## config.mk

```make
export PLATFORM = sky130hd
export DESIGN_NAME = nx_fifo_prefetch_ctrl_flat
export DESIGN_NICKNAME = d
export VERILOG_FILES = /design/src/rtl/nx_fifo_prefetch_ctrl_if.sv /design/src/rtl/nx_fifo_prefetch_ctrl.sv /design/src/flat_wrapper.sv
export SDC_FILE = /design/constraint.sdc
export NUM_CORES = 1
export LEC_CHECK = 0
export CORE_UTILIZATION = 36
export DETAILED_ROUTE_END_ITERATION = 8
export GPL_ROUTABILITY_DRIVEN = 0
export GPL_TIMING_DRIVEN = 0
export PLACE_DENSITY = 0.66
export SLEW_MARGIN = 20
export SYNTH_ARGS = -nofsm -noshare
export SYNTH_HDL_FRONTEND = slang
export SYNTH_SLANG_ARGS = --single-unit
```

## constraint.sdc

```tcl
create_clock -name clk -period 2.6 [get_ports clk]
set_clock_uncertainty 0.15 [all_clocks]
set_input_delay 0.78 -clock clk [delete_from_list [all_inputs] [get_ports clk]]
set_output_delay 0.78 -clock clk [all_outputs]
set_load 0.05 [all_outputs]
```

## src/rtl/nx_fifo_prefetch_ctrl_if.sv

```systemverilog
// Handshake bundle between the prefetch controller and its FIFOs/consumer.
interface nx_fifo_prefetch_ctrl_if #(
    parameter int unsigned NCH   = 6,
    parameter int unsigned CNT_W = 16
);
    logic [NCH-1:0]       ch_en;
    logic [NCH-1:0]       ef_b;
    logic [NCH-1:0]       pop;
    logic [NCH-1:0]       rden_b;
    logic [NCH-1:0]       reg_en;
    logic [NCH-1:0]       pok;
    logic [NCH-1:0]       underflow;
    logic [NCH*CNT_W-1:0] pop_cnt;

    // Controller side: drives FIFO strobes and status.
    modport master (
        input  ch_en, ef_b, pop,
        output rden_b, reg_en, pok, underflow, pop_cnt
    );

    // Environment side: FIFOs, enables and consumer.
    modport slave (
        output ch_en, ef_b, pop,
        input  rden_b, reg_en, pok, underflow, pop_cnt
    );
endinterface

```

## src/rtl/nx_fifo_prefetch_ctrl.sv

```systemverilog
// N-channel FIFO prefetch read controller: keeps one word primed per channel.
module nx_fifo_prefetch_ctrl #(
    parameter int unsigned NCH    = 6,
    parameter int unsigned RD_LAT = 1,
    parameter int unsigned CNT_W  = 16
) (
    input  logic                       clk,
    input  logic                       init,
    nx_fifo_prefetch_ctrl_if.master    bus
);
    localparam int unsigned LW = $clog2(RD_LAT + 1);

    typedef enum logic [1:0] {S_IDLE, S_WAIT, S_VALID} state_e;

    state_e               state_q [NCH];
    state_e               state_d [NCH];
    logic [LW-1:0]        lat_q   [NCH];
    logic [LW-1:0]        lat_d   [NCH];
    logic [NCH-1:0]       rden_b_q, rden_b_d;
    logic [NCH-1:0]       reg_en_q, reg_en_d;
    logic [NCH-1:0]       pok_q, pok_d;
    logic [NCH-1:0]       underflow_q, underflow_d;
    logic [NCH*CNT_W-1:0] cnt_q, cnt_d;
    logic [NCH-1:0]       issue_c;
    logic [NCH-1:0]       popped_c;

    // Per-channel read decision, FSM advance, strobes and bookkeeping.
    always_comb begin
        state_d     = state_q;
        lat_d       = lat_q;
        rden_b_d    = '1;
        reg_en_d    = '0;
        pok_d       = '0;
        underflow_d = underflow_q;
        cnt_d       = cnt_q;
        issue_c     = '0;
        popped_c    = '0;
        for (int i = 0; i < NCH; i++) begin
            popped_c[i] = bus.pop[i] && (state_q[i] == S_VALID);
            issue_c[i]  = bus.ch_en[i] && bus.ef_b[i] &&
                          ((state_q[i] == S_IDLE) || popped_c[i]);
            // A pop with nothing held is ignored but remembered.
            if (bus.pop[i] && (state_q[i] != S_VALID)) begin
                underflow_d[i] = 1'b1;
            end
            case (state_q[i])
                S_IDLE: begin
                    if (issue_c[i]) begin
                        state_d[i] = S_WAIT;
                        lat_d[i]   = LW'(RD_LAT);
                    end
                end
                S_WAIT: begin
                    reg_en_d[i] = (lat_q[i] == LW'(1));
                    if (lat_q[i] == LW'(0)) begin
                        state_d[i] = S_VALID;
                    end else begin
                        lat_d[i] = lat_q[i] - LW'(1);
                    end
                end
                S_VALID: begin
                    if (popped_c[i]) begin
                        cnt_d[i*CNT_W +: CNT_W] = cnt_q[i*CNT_W +: CNT_W] + CNT_W'(1);
                        if (issue_c[i]) begin
                            state_d[i] = S_WAIT;
                            lat_d[i]   = LW'(RD_LAT);
                        end else begin
                            state_d[i] = S_IDLE;
                        end
                    end
                end
                default: state_d[i] = S_IDLE;
            endcase
            rden_b_d[i] = ~issue_c[i];
            pok_d[i]    = (state_d[i] == S_VALID);
        end
    end

    // State and output registers; init wins over everything.
    always_ff @(posedge clk) begin
        if (init) begin
            for (int i = 0; i < NCH; i++) begin
                state_q[i] <= S_IDLE;
                lat_q[i]   <= '0;
            end
            rden_b_q    <= '1;
            reg_en_q    <= '0;
            pok_q       <= '0;
            underflow_q <= '0;
            cnt_q       <= '0;
        end else begin
            for (int i = 0; i < NCH; i++) begin
                state_q[i] <= state_d[i];
                lat_q[i]   <= lat_d[i];
            end
            rden_b_q    <= rden_b_d;
            reg_en_q    <= reg_en_d;
            pok_q       <= pok_d;
            underflow_q <= underflow_d;
            cnt_q       <= cnt_d;
        end
    end

    assign bus.rden_b    = rden_b_q;
    assign bus.reg_en    = reg_en_q;
    assign bus.pok       = pok_q;
    assign bus.underflow = underflow_q;
    assign bus.pop_cnt   = cnt_q;

endmodule
```

## src/flat_wrapper.sv

```systemverilog
// flat-port wrapper written by rule: the top's interface ports become plain ports
module nx_fifo_prefetch_ctrl_flat 
#(
    parameter int unsigned NCH    = 6,
    parameter int unsigned RD_LAT = 1,
    parameter int unsigned CNT_W  = 16
)
  (clk, init, bus_ch_en, bus_ef_b, bus_pop, bus_rden_b, bus_reg_en, bus_pok, bus_underflow, bus_pop_cnt);
  nx_fifo_prefetch_ctrl_if #(.NCH(NCH), .CNT_W(CNT_W)) bus_i ();
  input  logic clk;
  input  logic init;
  input wire logic [$bits(bus_i.ch_en)-1:0] bus_ch_en;
  input wire logic [$bits(bus_i.ef_b)-1:0] bus_ef_b;
  input wire logic [$bits(bus_i.pop)-1:0] bus_pop;
  output wire logic [$bits(bus_i.rden_b)-1:0] bus_rden_b;
  output wire logic [$bits(bus_i.reg_en)-1:0] bus_reg_en;
  output wire logic [$bits(bus_i.pok)-1:0] bus_pok;
  output wire logic [$bits(bus_i.underflow)-1:0] bus_underflow;
  output wire logic [$bits(bus_i.pop_cnt)-1:0] bus_pop_cnt;
  assign bus_i.ch_en = bus_ch_en;
  assign bus_i.ef_b = bus_ef_b;
  assign bus_i.pop = bus_pop;
  assign bus_rden_b = bus_i.rden_b;
  assign bus_reg_en = bus_i.reg_en;
  assign bus_pok = bus_i.pok;
  assign bus_underflow = bus_i.underflow;
  assign bus_pop_cnt = bus_i.pop_cnt;
  nx_fifo_prefetch_ctrl #(.NCH(NCH), .RD_LAT(RD_LAT), .CNT_W(CNT_W)) u_core (.clk(clk), .init(init), .bus(bus_i));
endmodule
```

After elaboration in Yosys (flattened, before gate mapping)
Cells that the tools add are included.
{"block": "word_totals", "ff_bits": 138, "latchBits": 0, "ramBits": 0, "mem_bits_ro": 0, "in_bits": 20, "out_inout_bits": 120, "elab_cells": 200, "mem_count": 0}
{"block": "classes", "n_addsub": 12, "n_mul": 0, "n_div": 0, "magnitude_cmp": 0, "eq_ne": 30, "shifts": 0, "mux": 54, "n_bitwise": 12, "reduce_logical": 60}
{"cell": "adder 16 x 1 -> 16 bit (second input constant)", "count": 6}
{"cell": "2-to-1 mux 2 bit", "count": 18}
{"cell": "case mux 2 bit (3 select lines)", "count": 6}
{"cell": "== test 2 bit (second input constant)", "count": 12}
{"cell": "logical AND 1 bit", "count": 24}
{"cell": "2-to-1 mux 1 bit", "count": 24}
{"cell": "AND reduction 2 bit", "count": 12}
{"cell": "case mux 1 bit (3 select lines)", "count": 6}
{"cell": "nonzero test 3 bit", "count": 6}
{"cell": "== test 2 x 1 -> 1 bit (second input constant)", "count": 6}
{"cell": "zero test 2 bit", "count": 6}
{"cell": "inequality test 2 x 1 -> 1 bit (second input constant)", "count": 6}
{"cell": "inequality test 2 bit (second input constant)", "count": 6}
{"cell": "NOT 1 bit", "count": 12}
{"cell": "OR reduction 2 bit", "count": 6}
{"cell": "logical OR 1 bit", "count": 6}
{"cell": "subtractor 1 bit (second input constant)", "count": 6}

Logic depth before layout (Yosys ltp)
Gate-level depths: netlist of run 1.
{"block": "logic_depth", "ltp_word": 8, "ltp_mapped": 6, "mapped_depth_nobuf": 5}

Least setup slack after synthesis of run 1
Ideal clock, no wire load.
{"block": "synth_timing", "path_type": "reg2reg", "from": "register u_core.cnt_q[32], in the netlist u_core.bus.pop_cnt[32]", "to": "register u_core.cnt_q[46], in the netlist u_core.bus.pop_cnt[46]", "setup_time_ns": 0.070, "t_arrival_ns": 1.995, "t_required_ns": 2.380, "setup_slack_ns": 0.385, "stages_incl_launch_ff": 7, "path_buffers": 1, "period_less_slack_ns": 2.215, "cell_sequence": "dfxtp_1 -> ha_1 -> nand2_1 -> or2_1 -> clkbuf_1 -> or4_1 -> a21oi_1"}
{"block": "synth_between", "elab_chain_cells": 1}
{"element": "start, declared", "line_no": "nx_fifo_prefetch_ctrl.sv:23", "rtl": "logic [NCH*CNT_W-1:0] cnt_q, cnt_d;"}
{"element": "start signal, assigned", "line_no": "nx_fifo_prefetch_ctrl.sv:100", "rtl": "cnt_q <= cnt_d;"}
{"element": "adder 16 x 1 -> 16 bit", "line_no": "nx_fifo_prefetch_ctrl.sv:63", "rtl": "cnt_d[i*CNT_W +: CNT_W] = cnt_q[i*CNT_W +: CNT_W] + CNT_W'(1);"}
No other way between the ends.
A chain may end at the register's enable or synchronous reset.

Worst setup path after layout of run 1
{"block": "layout_timing", "from": "register u_core.cnt_q[10], in the netlist u_core.bus.pop_cnt[10]", "to": "output bus_pop_cnt[10]"}
{"element": "end, declared", "line_no": "flat_wrapper.sv:19", "rtl": "output wire logic [$bits(bus_i.pop_cnt)-1:0] bus_pop_cnt;"}
No word-level cell between the ends.

==> results of run 1 <==
registers in the layout, indices dropped and copies added, names as in the netlist:
| register | count |
|---|---|
| u_core.lat_q | 6 |
| u_core.bus.pok | 6 |
| u_core.bus.underflow | 6 |
| u_core.bus.pop_cnt | 96 |
| u_core.state_q | 12 |
| u_core.bus.reg_en | 6 |
| u_core.bus.rden_b | 6 |
worst reg2reg max path: cells and delay by family (launching register included):
family	cells	cell delay [ns]
compound gates	1	0.14
fa+ha+maj	1	0.16
buf+inv	1	0.23
flops	1	0.40
simple gates	3	0.85
area by class of cell:
class	instances	area [um2]	share of cell area
Multi-Input combinational cell	476	2850	0.354
Clock inverter	8	119	0.0148
Clock buffer	23	468	0.0581
Sequential cell	138	2760	0.343
Buffer	22	114	0.0141
Tap cell	211	264	0.0328
Timing Repair Buffer	139	1430	0.178
Inverter	13	48.8	0.00606
layout by cell type (no fill, tap or decap), drive strengths merged, types with 18 or more instances in the layout:
master and n:
nand3 28, nand4 27, nand2 40, xor2 31, nor3 24, dfxtp 138
clkdlybuf4s50 65, dlygate4sd2 39, nor2 107, a21oi 42, or3 18, xnor2 24
o21ai 20, clkbuf 41, dlymetal6s2s 35
timing repair:
item                                    CTS  global route
endpoints found under the setup margin  129            75
gates resized for setup                  44            43
buffers inserted                          0             0
where the power goes:
part           switching, uW  total [uW]  internal, uW
Sequential              26.9        2180          2150
Combinational            168         265          96.7
Clock                    877        2430          1550
Total                   1070        4870          3800
cell families (layout without fill, tap and decap cells):
kind of cell / Yosys count / count (layout) / synth area share
AND/OR/NAND/NOR: 327 / 327 / 0.300
buffers and inverters: 36 / 205 / 0.0274
AO/OA/AOI/OAI: 76 / 76 / 0.0732
adder cells (fa/ha/maj): 6 / 6 / 0.0131
multiplexers: 12 / 12 / 0.0222
flip-flops: 138 / 138 / 0.481
XOR/XNOR: 55 / 55 / 0.0838
worst paths after layout:
path	end	startpoint	slack [ns]
max	bus_pop_cnt[10]	u_core.bus.pop_cnt[10]	0.02
min	u_core.bus.underflow[0]	u_core.bus.underflow[0]	0.32
max reg2reg	u_core.bus.pop_cnt[92]	u_core.bus.pop_cnt[80]	0.60
min reg2reg	u_core.bus.underflow[0]	u_core.bus.underflow[0]	0.32
routing by layer:
layer  part of all wire  vias up  wire, um  track usage
met5                  0        -         0            0
met2               0.45       98      6630        0.286
met4             0.0064        0        93       0.0526
met3              0.039        7       564       0.0441
met1               0.50     2349      7290        0.254
li1                   -     2577         -            -
stage by stage:
step           setup WS [ns]  setup TNS [ns]
2_1_floorplan          0.385               0
3_3_place_gp          -0.713          -61.42
3_5_place_dp          -0.730          -63.92
4_1_cts             0.000587               0
5_1_grt             0.000616               0
6_report              0.0248               0
==> impl_metrics.tcl, run 1 <==
set metrics [dict create \
    nets 833 \
    worstHoldPathCells 2 \
    hold_violations 0 \
    leakage_uw 0.00379 \
    worstSetupStartpointType "register" \
    fin_crit_sh 0.990 \
    synth.top_cell.area_share 0.481 \
    worstPathCellList "clkdlybuf4s50_1" \
    ys.flop_type "dfxtp_1" \
    fmax_ghz 0.388 \
    holdBufCountCts 0 \
    grt_start_max_net_pins 17 \
    ff2ff_path_depth 6 \
    grt_overflow 0 \
    critPathKind "register to output port" \
    ant_nets 0 \
    critPathArrivalTime_ns 1.65 \
    synth.most_common_cell "dfxtp_1" \
    postSynthCellCount 650 \
    vias 5031 \
    layout-drive-gt1-share 0.0708 \
    fill_cells 1477 \
    max_cap_viol_count 0 \
    clock_latency_ns 0.41 \
    min_path_type "register to register" \
    cp_slowest_stage_delay_ns 0.83 \
    dp_hpwl_um 10200 \
    die-area_um2 16500 \
    drv_slew 0 \
    root_buffer "clkbuf_16" \
    synth_edf_count 0 \
    fp.dieH_um 128 \
    place_inst 1000 \
    synth_commonest_cells "138 x dfxtp_1, 107 x nor2_1, 42 x a21oi_1" \
    end_kind "output port" \
    routed_wl_um 14600 \
    ys_ff_latch 138 \
    die_w_um 128 \
    cts_sinks 138 \
    setup_viol 0 \
    path_max_fanout 5 \
    vdd_drop_max_uv 393 \
    min_period_ns 2.58 \
    viasPerCell 4.88 \
    dr.first_iter.drc_count 266 \
    power_density_nw_per_um2 604 \
    synth_area_um2 5750 \
    dpl-instance-area_um2 7400 \
    cts_buffers 17 \
    async_reset_ff_frac 0 \
    io_buffers 139 \
    cpMaxStageDelayCell "clkdlybuf4s50_1" \
    stdcell_count 1030 \
    avgSynthCellArea_um2 8.84 \
    yosysWarnings 0 \
    power.total_uw 4870 \
    synth_cell_types 44 \
    cts_buffer_depth 2 \
    path_clk_slew_ns 0.05 \
    antenna_found_initial 0 \
    grt_use_total 0.184 \
    outcome "complete, no violations" \
    cts_max_level 4 \
    syn_nets 676 \
    grt_setup_unrepaired "false" \
    cts_tree "yes" \
    tightestPinTransition_ns 0.659 \
    worstPathRequired_ns 1.67 \
    slew_headroom 0.561 \
    wl_per_cell_um 14.2 \
    placementRows 45 \
    crit_cells 1 \
    drc 0 \
    design_area_um2 8060 \
    whs_ns 0.318 \
    areaGrowthSynthToFinish_pct 40.2 \
    crit_family "buffers and inverters" \
    grt_pass1_wl_um 23700 \
    yosysSeqAreaShare 0.481 \
    worst-path-buf-inv 1 \
    initial_core_util 0.374 \
    num_antenna_cells 0 \
    grt_pass1_vias 4614 \
    synth_area_leaders "dfxtp_1 48%, nor2_1 7.0%, xor2_1 4.7%, a21oi_1 3.7%, xnor2_1 3.7%" \
    ios 140 \
    utilization 0.524 \
    core-area_um2 15400 \
    yosysTopAreaCell "dfxtp_1" \
    first_pass_iters 6 \
]
Note: power is estimated with default switching activity, not from simulation.
==> run 2: changes to the inputs <==
--- a/config.mk
+++ b/config.mk
@@ -6,6 +6,7 @@
 export NUM_CORES = 1
 export LEC_CHECK = 0
 export CORE_UTILIZATION = 36
+export CTS_CLUSTER_DIAMETER = 40
 export DETAILED_ROUTE_END_ITERATION = 8
 export GPL_ROUTABILITY_DRIVEN = 0
 export GPL_TIMING_DRIVEN = 0
==> results of run 2 <==
Same layout as run 1: the final DEF is identical, and so are final timing and power.
==> run 3: changes to the inputs <==
--- a/config.mk
+++ b/config.mk
@@ -5,12 +5,13 @@
 export SDC_FILE = /design/constraint.sdc
 export NUM_CORES = 1
 export LEC_CHECK = 0
-export CORE_UTILIZATION = 36
+export CORE_UTILIZATION = 55
 export CTS_CLUSTER_DIAMETER = 40
 export DETAILED_ROUTE_END_ITERATION = 8
+export DONT_BUFFER_PORTS = 1
 export GPL_ROUTABILITY_DRIVEN = 0
 export GPL_TIMING_DRIVEN = 0
-export PLACE_DENSITY = 0.66
+export PLACE_DENSITY = 0.75
 export SLEW_MARGIN = 20
 export SYNTH_ARGS = -nofsm -noshare
 export SYNTH_HDL_FRONTEND = slang
==> run 3 against run 2 <==
Clock power rose by 5%; combinational power shrank 51%; hold slack worse by 0.050 ns; power is 1.2% higher; maximum frequency up 4.7%; cell area is 19% lower; via count shrank 6.9%; critical endpoint is now u_core.bus.pop_cnt[94]; largest cell class unchanged; largest power group unchanged.
==> impl_metrics.tcl, run 3 (synthesis results as in run 1) <==
set metrics [dict create \
    power.total_uw 4930 \
    antenna_found_initial 0 \
    largest_reg_flops 96 \
    final_cell_mix "136 x dfxtp_1, 107 x nor2_1, 42 x a21oi_1" \
    slew_headroom 0.526 \
    dr.first_iter.drc_count 288 \
    critPathKind "register to register" \
    leakage_uw 0.00242 \
    drc 0 \
    vdd_drop_max_uv 353 \
    viasPerCell 5.75 \
    grt_use_total 0.253 \
    clock_latency_ns 0.51 \
    placementRows 36 \
    cts_buffers 17 \
    areaGrowthSynthToFinish_pct 13.9 \
    drv_slew 0 \
    ant_nets 0 \
    routed_wl_um 13100 \
    place_inst 783 \
    first_pass_iters 5 \
    core-area_um2 9950 \
    dp_hpwl_um 9260 \
    path_clk_slew_ns 0.06 \
    grt_setup_unrepaired "false" \
    vias 4686 \
    tns_ns 0 \
    setup_viol 0 \
    outcome "complete, no violations" \
    nets 695 \
    tightestPinTransition_ns 0.710 \
    worstSetupStartpointType "register" \
    grt_pass1_wl_um 22000 \
    cts_buffer_depth 2 \
    fp.dieH_um 104 \
    multi_input_area_um2 2830 \
    max_cap_viol_count 0 \
    end_kind "register" \
    hold_violations 0 \
    fin_crit_sh 0.946 \
    design_area_um2 6550 \
    cpMaxStageDelayCell "dfxtp_1" \
    fill_cells 835 \
    worstPathCellList "ha_1 -> and4b_1 -> clkbuf_1 -> nand4_1 -> or3_1 -> a21oi_1" \
    grt_start_max_net_pins 17 \
    ios 140 \
    min_period_ns 2.46 \
    critPathArrivalTime_ns 2.74 \
    worst-path-buf-inv 1 \
    final_common_cell "dfxtp_1" \
    cts_sinks 138 \
    path_max_fanout 5 \
    cts_max_level 4 \
    dpl-instance-area_um2 5910 \
    root_buffer "clkbuf_8" \
    grt_overflow 0 \
    power_density_nw_per_um2 752 \
    crit_family "simple AND/OR/NAND/NOR gates" \
    fmax_ghz 0.407 \
    seq_area_um2 2770 \
    cts_tree "yes" \
    num_antenna_cells 0 \
    layout-drive-gt1-share 0.0806 \
    min_path_type "primary input to register" \
    cp_slowest_stage_delay_ns 0.71 \
    stdcell_count 815 \
    io_buffers 0 \
    worstPathRequired_ns 2.88 \
    die_w_um 104 \
    die-area_um2 10900 \
    utilization 0.658 \
    initial_core_util 0.577 \
    grt_pass1_vias 4500 \
    wl_per_cell_um 16.1 \
]
==> run 3: timing repair <==
action                                  in CTS  in global routing
resized for setup                            0                  2
buffers inserted                             0                  0
endpoints found under the setup margin       0                  2
hold buffers                                 0                  0
==> run 3: layer usage <==
metal | wire (um) | track usage
met1 | 5620 | 0.294
met2 | 6440 | 0.433
met3 | 856 | 0.0789
met4 | 240 | 0.103
met5 | 0 | 0
==> run 3: cell type report <==
type	count	share of cell area
multi-input combinational	476	0.432
sequential	138	0.422
clock buffer	20	0.0665
clock inverter	12	0.0300
tap	133	0.0254
buffer	23	0.0166
inverter	13	0.00745
==> run 3: worst reg2reg max path, delay by kind of cell (launching register included) <==
kind / cells / cell delay [ns]
AND/OR/NAND/NOR: 3 / 0.87
flip-flops: 1 / 0.71
adder cells (fa/ha/maj): 1 / 0.25
buffers and inverters: 1 / 0.24
AO/OA/AOI/OAI: 1 / 0.17
==> run 3: report_power, final <==
part           switching [uW]  internal [uW]  leakage (uW)
Sequential               94.5           2150       0.00112
Combinational            85.7           43.3       0.00100
Clock                     877           1680      0.000301
==> run 3: per-stage QoR <==
stage	hold WS, ns	setup slack (ns)
5_1_grt	0.271	0.00607
6_report	0.268	0.141
4_1_cts	0.247	0.156
3_5_place_dp	0.340	-0.134
2_1_floorplan	0.304	0.385
3_3_place_gp	0.314	-0.126
==> run 3: worst paths after layout <==
path | start | to | slack (ns) | cells past startpoint
min reg2reg | u_core.lat_q[0] | u_core.lat_q[0] | 0.35 | 1
min | bus_pop[5] | u_core.bus.underflow[5] | 0.27 | 2
max reg2reg | u_core.bus.pop_cnt[80] | u_core.bus.pop_cnt[94] | 0.14 | 6
max | u_core.bus.pop_cnt[80] | u_core.bus.pop_cnt[94] | 0.14 | 6
==> patch (flow settings as in run 2) <==
`NCH` is set to 6 in 3 places; all go to 8.
--- a/src/rtl/nx_fifo_prefetch_ctrl_if.sv
+++ b/src/rtl/nx_fifo_prefetch_ctrl_if.sv
@@ -1,5 +1,5 @@
 // Handshake bundle between the prefetch controller and its FIFOs/consumer.
 interface nx_fifo_prefetch_ctrl_if #(
-    parameter int unsigned NCH   = 6,
+    parameter int unsigned NCH   = 8,
     parameter int unsigned CNT_W = 16
 );
--- a/src/rtl/nx_fifo_prefetch_ctrl.sv
+++ b/src/rtl/nx_fifo_prefetch_ctrl.sv
@@ -1,5 +1,5 @@
 // N-channel FIFO prefetch read controller: keeps one word primed per channel.
 module nx_fifo_prefetch_ctrl #(
-    parameter int unsigned NCH    = 6,
+    parameter int unsigned NCH    = 8,
     parameter int unsigned RD_LAT = 1,
     parameter int unsigned CNT_W  = 16
--- a/src/flat_wrapper.sv
+++ b/src/flat_wrapper.sv
@@ -2,5 +2,5 @@
 module nx_fifo_prefetch_ctrl_flat 
 #(
-    parameter int unsigned NCH    = 6,
+    parameter int unsigned NCH    = 8,
     parameter int unsigned RD_LAT = 1,
     parameter int unsigned CNT_W  = 16
Ports: changed (8 resized); port bits go from 140 to 186. The function was not compared with the original's and may differ.
==> patch against run 2 <==
  * Setup slack improved by 0.025 ns
  * Via count is 37% higher
  * Synthesized area rose by 34%
  * Die area rose by 34%
  * Routed wire length rose by 38%
  * Design area rose by 30%
  * Utilization decreased by 2.7 points
  * Clock power is 5% higher
  * Sequential power up 33%
  * Power is 19% higher
  * Register-to-register slack got worse by 0.12 ns
  * Largest power group is now registers
  * Critical endpoint is now bus_pop_cnt[110]
  * Sequential cell count increased by 46
  * Global-route usage up 0.31 points
==> patch: results <==
export IMPL_rr_endpoint="u_core.bus.pop_cnt[30]"
export IMPL_worst_hold_path_endpoint="u_core.bus.underflow[6]"
export IMPL_seq_area_frac_synth_pct=47.8
export IMPL_drt_pre_antenna_iters=4
export IMPL_placed_cell_area_um2=9890
export IMPL_r2r_start="u_core.bus.pop_cnt[16]"
export IMPL_first_pass_grt_wire_length_um=32700
export IMPL_clock_tree_root_cell="sky130_fd_sc_hd__clkbuf_16"
export IMPL_max_vdd_ir_drop_mv=0.393
export IMPL_diodes=0
export IMPL_drt_iter0_drc=230
export IMPL_finalNetCount=1105
export IMPL_mappedNetlistNets=902
export IMPL_reg2regPathDepth=5
export IMPL_buffer_ports_inserted=184
export IMPL_synth_enable_flop_cells=0
export IMPL_layout_filler_cells=2056
export IMPL_gr_usage_all_layers_pct=18.7
export IMPL_ranking_of_synthesized_cells_by_area="sky130_fd_sc_hd__dfxtp_1 (48%), sky130_fd_sc_hd__nor2_1 (6.0%), sky130_fd_sc_hd__xnor2_1 (4.3%)"
export IMPL_cts_buffers_inserted=17
export IMPL_hp_start="u_core.bus.underflow[6]"
export IMPL_syn_inst=868
export IMPL_dpl_hpwl_um=14500
export IMPL_post_cts_resized=78
export IMPL_result_of_the_run="completed"
export IMPL_postRouteWirelength_um=20100
export IMPL_worst_pin_slew_ns=0.923
export IMPL_worst_ep_arrival_time_ns=1.62
export IMPL_worst_path_max_fanout=4
export IMPL_viasPerCell=5.09
export IMPL_critical_path_slowest_cell="sky130_fd_sc_hd__clkdlybuf4s50_1"
export IMPL_initial_antenna_violation_count=0
export IMPL_dp_cells=1327
export IMPL_path_clk_slew_ns=0.07
export IMPL_cts_path_max_buffers=2
export IMPL_post_cts_repair_setup_buffers=0
export IMPL_power_leakage_nw=4.64
export IMPL_flip_flop_count_of_the_largest_register_all_copies_and_words_added=128
export IMPL_hold_depth=2
export IMPL_worst_hold_path_type="flop to flop"
export IMPL_synthFlopType="sky130_fd_sc_hd__dfxtp_1"
export IMPL_clkLatencyLatePin_ns=0.42
export IMPL_async_reset_ff_share_pct=0
export IMPL_proportion_of_layout_cells_with_a_drive_suffix_above_1_pct=5.07
export IMPL_synth_cell_types=48
export IMPL_number_of_global_route_vias_before_repair=6447
export IMPL_ys_top_cells_by_count="sky130_fd_sc_hd__dfxtp_1 (184), sky130_fd_sc_hd__nor2_1 (123), sky130_fd_sc_hd__nand2_1 (69)"
export IMPL_ff2ff_setup_slack_ns=0.48
export IMPL_route_detailed_wl_per_inst_um=14.8
==> patch: cell types whose count changed after synthesis, moves of 14 or more <==
cell	change
sky130_fd_sc_hd__a21oi_1	+17
sky130_fd_sc_hd__nand4_1	+19
sky130_fd_sc_hd__nand2_1	+29
sky130_fd_sc_hd__nor2_1	+16
sky130_fd_sc_hd__xnor2_1	+14
sky130_fd_sc_hd__dfxtp_1	+46
==> patch: layout make-up <==
class	instances	area [um^2]	area share, %
Clock inverter	12	116	1.11
Buffer	28	145	1.39
Inverter	18	67.6	0.646
Timing Repair Buffer	184	1820	17.4
Sequential cell	184	3680	35.2
Tap cell	275	344	3.29
Multi-Input combinational cell	638	3810	36.4
Clock buffer	20	467	4.46
==> patch: worst max path at each step <==
stage,start,endpoint,cells past startpoint
floorplan,u_core.bus.pop_cnt[16],u_core.bus.pop_cnt[30],5
global placement,bus_pop[1],u_core.bus.pop_cnt[30],5
detailed placement,bus_pop[1],u_core.bus.pop_cnt[30],5
CTS,u_core.bus.pop_cnt[83],bus_pop_cnt[83],1
global route,u_core.bus.pop_cnt[14],bus_pop_cnt[14],1
finish,u_core.bus.pop_cnt[110],bus_pop_cnt[110],1
==> patch: kinds of logic (layout without fill, tap and decap cells) <==
group	Yosys count	after routing	share of synthesized area, %
DFF	184	184	47.8
buffers and inverters	46	262	2.76
AOI/OAI and AO/OA	111	111	7.94
muxes	5	5	0.649
adders and majority gates	8	8	1.30
xor gates and xnor gates	76	76	8.63
and+or+nand+nor	438	438	30.9
==> patch: metrics by stage <==
| step | power [mW] | setup TNS [ns] | setup WS (ns) | hold WS (ns) | utilization (%) |
|---|---|---|---|---|---|
| after floorplan | 3.17 | 0 | 0.260 | 0.304 | - |
| after global placement | 3.32 | -6.21 | -0.267 | 0.302 | 47.1 |
| after detailed placement | 3.32 | -7.76 | -0.286 | 0.307 | 47.1 |
| after CTS | 5.88 | 0 | 0.00120 | 0.333 | 49.4 |
| after global routing | 6.04 | 0 | 0.00298 | 0.347 | 49.8 |
| final | 5.80 | 0 | 0.0501 | 0.325 | 49.8 |
==> patch: where the power goes <==
part / internal [mW] / total, mW / switching (mW)
clock network: 1.41 / 2.54 / 1.13
registers: 2.86 / 2.90 / 0.0374
logic: 0.127 / 0.353 / 0.225
==> patch: layer usage <==
metal / GRT usage [%] / part of all wire, % / up-vias / routed length (um)
li1: - / - / 3481 / -
met4: 5.46 / 1.3 / 0 / 265
met5: 0 / 0 / - / 0
met3: 4.69 / 5.8 / 16 / 1170
met2: 30.1 / 46 / 168 / 9360
met1: 24.7 / 46 / 3248 / 9340
